## config.mk

```make
export PLATFORM = sky130hd
export DESIGN_NAME = score_display_ctrl
export DESIGN_NICKNAME = d
export VERILOG_FILES = /design/src/rtl/score_display_ctrl.sv
export SDC_FILE = /design/constraint.sdc
export NUM_CORES = 1
export LEC_CHECK = 0
export BUFFER_PORTS_ARGS = -buffer_cell sky130_fd_sc_hd__buf_2
export CORE_MARGIN = 4
export CORE_UTILIZATION = 45
export DETAILED_ROUTE_END_ITERATION = 10
export GPL_TIMING_DRIVEN = 0
export PLACE_DENSITY_LB_ADDON = 0.05
export RECOVER_POWER = 50
export SYNTH_ARGS = -nofsm -noshare
export SYNTH_HDL_FRONTEND = slang
export SYNTH_SLANG_ARGS = --single-unit
```

## constraint.sdc

```tcl
create_clock -name clk -period 3.4 [get_ports clk]
set_clock_uncertainty 0.2 [all_clocks]
set_input_delay 0.34 -clock clk [delete_from_list [all_inputs] [get_ports clk]]
set_output_delay 0.34 -clock clk [all_outputs]
set_load 0.03 [all_outputs]
```

## src/rtl/score_display_ctrl.sv

```systemverilog
`default_nettype none
// ============================================================================
// Module   : score_display_ctrl
// Brief    : Drives DIGITS 7-seg displays with a dash, a stored user high score
//            (browsed by button) or the live game score.
//            Optional macro SCORE_AUTO_CYCLE_EN adds timed auto-advance in BROWSE.
// Revision : 1.0 - initial release
// ============================================================================
module score_display_ctrl #(
  parameter int NUM_USERS   = 6,
  parameter int DIGITS      = 2,
  parameter int CYCLE_TICKS = 50000000
) (
  input  logic                              clk,
  input  logic                              rst,
  input  logic                              ac_button,
  input  logic                              access_granted,
  input  logic                              scoreRst,
  input  logic [4*DIGITS-1:0]               currentGameScore,
  input  logic [NUM_USERS*4*DIGITS-1:0]     score_bus,
  output logic [7*DIGITS-1:0]               hex_out,
  output logic [$clog2(NUM_USERS)-1:0]      sel_user
);

  localparam int C_SCORE_W = 4 * DIGITS;
  localparam int C_SEL_W   = $clog2(NUM_USERS);
  localparam logic [C_SEL_W-1:0] C_LAST_USER = C_SEL_W'(NUM_USERS - 1);
  localparam logic [6:0] C_DASH  = 7'b0111111;
  localparam logic [6:0] C_BLANK = 7'b1111111;

  typedef enum logic [1:0] {
    MODE_NOACCESS = 2'd0,
    MODE_BROWSE   = 2'd1,
    MODE_PLAY     = 2'd2
  } mode_t;

  // Active-low glyphs, bit 6 = g ... bit 0 = a.
  function automatic logic [6:0] seg_glyph(input logic [3:0] nib);
    logic [6:0] g;
    case (nib)
      4'h0: g = 7'b1000000;
      4'h1: g = 7'b1111001;
      4'h2: g = 7'b0100100;
      4'h3: g = 7'b0110000;
      4'h4: g = 7'b0011001;
      4'h5: g = 7'b0010010;
      4'h6: g = 7'b0000010;
      4'h7: g = 7'b1111000;
      4'h8: g = 7'b0000000;
      4'h9: g = 7'b0010000;
      4'hA: g = 7'b0001000;
      4'hB: g = 7'b0000011;
      4'hC: g = 7'b1000110;
      4'hD: g = 7'b0100001;
      4'hE: g = 7'b0000110;
      default: g = 7'b0001110;
    endcase
    return g;
  endfunction

  mode_t                 mode;
  logic                  btn_q, btn_d;
  logic                  btn_edge;
  logic                  advance;
  logic [C_SEL_W-1:0]    sel_q, sel_d;
  logic [7*DIGITS-1:0]   hex_q, hex_d;
  logic [C_SCORE_W-1:0]  user_score;

`ifdef SCORE_AUTO_CYCLE_EN
  localparam int C_CNT_W = $clog2(CYCLE_TICKS);
  localparam logic [C_CNT_W-1:0] C_LAST_TICK = C_CNT_W'(CYCLE_TICKS - 1);
  logic [C_CNT_W-1:0]    cnt_q, cnt_d;
  logic                  tick;
`endif

  always_comb begin
    mode = MODE_NOACCESS;
    if (access_granted) begin
      mode = scoreRst ? MODE_BROWSE : MODE_PLAY;
    end
  end

  // Score of the currently selected user; indices past NUM_USERS-1 cannot occur.
  always_comb begin
    user_score = '0;
    for (int k = 0; k < NUM_USERS; k++) begin
      if (sel_q == C_SEL_W'(k)) begin
        user_score = score_bus[k*C_SCORE_W +: C_SCORE_W];
      end
    end
  end

  // Button history tracks the input in every mode, so a button already held
  // when BROWSE is entered produces no edge.
  always_comb begin
    btn_d    = ac_button;
    btn_edge = ac_button & ~btn_q;
    advance  = 1'b0;
    sel_d    = '0;
`ifdef SCORE_AUTO_CYCLE_EN
    tick     = 1'b0;
    cnt_d    = '0;
`endif
    if (mode == MODE_BROWSE) begin
      sel_d = sel_q;
`ifdef SCORE_AUTO_CYCLE_EN
      tick    = (cnt_q == C_LAST_TICK);
      advance = btn_edge | tick;
      cnt_d   = advance ? '0 : cnt_q + C_CNT_W'(1);
`else
      advance = btn_edge;
`endif
      if (advance) begin
        sel_d = (sel_q == C_LAST_USER) ? '0 : sel_q + C_SEL_W'(1);
      end
    end
  end

  // Display content is built from the registered selection, giving the
  // one-cycle glyph latency after sel_user or input data change.
  always_comb begin
    hex_d = '0;
    for (int d = 0; d < DIGITS; d++) begin
      case (mode)
        MODE_BROWSE: hex_d[7*d +: 7] = seg_glyph(user_score[4*d +: 4]);
        MODE_PLAY:   hex_d[7*d +: 7] = seg_glyph(currentGameScore[4*d +: 4]);
        default:     hex_d[7*d +: 7] = C_DASH;
      endcase
    end
  end

  always_ff @(posedge clk) begin
    if (!rst) begin
      btn_q <= 1'b0;
      sel_q <= '0;
      hex_q <= {DIGITS{C_BLANK}};
    end else begin
      btn_q <= btn_d;
      sel_q <= sel_d;
      hex_q <= hex_d;
    end
  end

`ifdef SCORE_AUTO_CYCLE_EN
  always_ff @(posedge clk) begin
    if (!rst) begin
      cnt_q <= '0;
    end else begin
      cnt_q <= cnt_d;
    end
  end
`endif

  assign hex_out  = hex_q;
  assign sel_user = sel_q;

endmodule
`default_nettype wire

```

==> impl_metrics.toml <==
[status]
outcome = "finished clean"

[layout]
fillerInstances = 486
final_cell_mix = "64 x buf_2, 30 x ha_1, 28 x mux2i_1"
drive_gt1_share_pct = 27.5
num_antenna_cells = 0
nets = 449
area_delta_synth_final_pct = 24.0
fin_area_mm2 = 0.00283
instances_no_fill = 424
layout_commonest_cell = "buf_2"

[placed_design]
place_inst = 417
hpwl_mm = 4.83
place.gp.congestion = 0.861
port_buffers = 75
placed_cell_area_mm2 = 0.00275

[global_routing]
grt_usage_pct = 18.7
grt_pass1_wl_mm = 9.44
antenna_found_initial = 0
grt_overflow_total = 0
grt_pass1_vias = 2011
grt_max_degree = 11

[sta]
setup_viol = 0
hold_violations = 0
relSlewSlack_pct = 47.5
drv_slew = 0
rsz0062_at_grt = "false"
finalCritPeriodShare_pct = 96.9
period_needed_ns = 3.30
setup-tns-final_ns = 0
worst_pin_slew_ns = 0.779
timing.fmax_ghz = 0.303
holdWs_ns = 0.100

[pwr]
p_per_area_mw_per_mm2 = 233
irDropWorstVdd_mv = 0.241
p_leak_nw = 1.28
p_total_mw = 0.659

[synthesis]
synth_cells = 275
synth_flop_cell = "dfxtp_1"
syn_area_mm2 = 0.00228
synth_edf_count = 0
synth_area_per_cell_um2 = 8.29
synthXorXnorAreaFrac_pct = 0.384
synth_largest_area_cell = "ha_1"
synth_top_family_by_area = "compound AO/OA/AOI/OAI gates"
yosysTopAreaCellShare_pct = 16.5
synth_area_leaders = "ha_1 16%, dfxtp_1 16%, mux2i_1 12%"
ys_ff_latch = 18
synth_compound_area_share_pct = 27.0
yosys.area_share.simple_pct = 16.5
synth_mux_area_share_pct = 18.2
async_flop_share_pct = 0
synth_cell_types = 60
yosys_warnings = 0
synth_fp_nets = 366
ys_seq_area_share_pct = 15.8
synth_fa_ha_area_share_pct = 16.5

[detailed_routing]
routed_via_density = 5.43
drtIter0Drc = 168
first_pass_iters = 4
wl_per_cell_um = 14.3
ant_nets = 0
drc = 0
drt_wl_total_mm = 6.07
vias = 2304

[floorplan]
die_h_um = 79.2
core_area_mm2 = 0.00482
ios = 78
die_w_um = 79.2
die_area_mm2 = 0.00627
rows = 25
start_util_pct = 47.3

[clock_network]
clock_path_buffers = 2
clk_pin_slew_ns = 0.07
clock_sinks = 18
clk-insertion-delay-late_ns = 0.25
cts-root-buf = "clkbuf_8"
cts_tree = "built"
ctsHtreeMaxLevel = 1
numCtsBuffers = 3

[flow_run]
cap_viol_max_count = 0

[setup_path]
start_kind = "flop"
cp.required_ns = 3.35
rr_worst_depth = 13
arrival_ns = 3.24
end_kind = "flop"
path_class = "flop to flop"
cp_max_fo = 10

[worst_hold_path]
hold_depth = 2
hold_class = "input port to flop"
==> sequential cells by signal, summed over array words and instances (netlist names) <==
| signal | count |
|---|---|
| btn_q | 1 |
| hex_out | 14 |
| sel_user | 3 |
==> metrics by stage <==
stage               util (%)  worst slack (ns)
detailed placement      57.0            -0.257
finish                  58.6             0.105
CTS                     58.6           0.00838
floorplan                  -            0.0822
global placement        57.0            -0.262
global route            58.6            0.0171
==> kinds of logic after synthesis <==
| kind of cell | after synthesis |
|---|---|
| AO/OA/AOI/OAI | 82 |
| multiplexers | 37 |
| adder cells (fa/ha/maj) | 30 |
| XOR/XNOR | 1 |
| AND/OR/NAND/NOR | 75 |
| flip-flops | 18 |
| buffers and inverters | 32 |
==> critical path: stages (launching register included) <==
cell     delay, ns
dfxtp_2       0.35
buf_4         0.19
buf_4         0.19
and2_1        0.14
ha_1          0.21
buf_4         0.19
a21oi_1       0.11
o21ai_0       0.14
a31oi_4       0.24
inv_1         0.12
ha_1          0.31
inv_1         0.04
mux4_2        0.44
a211o_1       0.30
==> layer usage <==
| metal | vias up | routed length [um] | share of wire (%) | GRT usage [%] |
|---|---|---|---|---|
| met5 | - | 0 | 0 | 0 |
| met3 | 2 | 254 | 4.2 | 3.40 |
| met2 | 46 | 3020 | 50 | 30.5 |
| met4 | 0 | 21 | 0.35 | 2.23 |
| li1 | 1178 | - | - | - |
| met1 | 1078 | 2770 | 46 | 26.3 |
==> final timing paths <==
check,start,endpoint,slack [ns]
min reg2reg,btn_q,sel_user[1],0.39
max,sel_user[0],hex_out[3],0.10
max reg2reg,sel_user[0],hex_out[3],0.10
min,ac_button,btn_q,0.10
==> synth_stat cells, types with 3 or more instances <==
cell type  number
a211o_1         7
nor3_1          6
dfxtp_1        18
nand3_1         6
clkbuf_1        6
a21oi_1        13
inv_1          18
nand2_1        17
nor2b_1         9
mux4_2          3
ha_1           30
o2bb2ai_1       5
buf_2           7
mux2i_1        28
mux2_2          6
o21ai_0        17
nor2_1         16
nand2b_1        7
==> cell type report <==
cell class,count,area (um^2),share of cell area (%)
multi-input combinational,225,1810,63.9
timing repair buffer,78,378,13.4
sequential,18,362,12.8
tap,67,83.8,2.97
inverter,18,71.3,2.52
buffer,14,70.1,2.48
clock buffer,4,55.1,1.95
==> what timing repair did <==
item | 4_1_cts | 5_1_grt
hold buffers | 0 | 0
endpoints found under the setup margin | 2 | 4
setup buffers | 1 | 2
gates resized for setup | 3 | 4
pin swaps | 1 | 0
==> power breakdown <==
group	internal (mW)	switching (mW)
combinational	0.108	0.146
sequential	0.225	0.00381
clock	0.103	0.0748
total	0.435	0.224
Power figures use the tool's default switching activity.
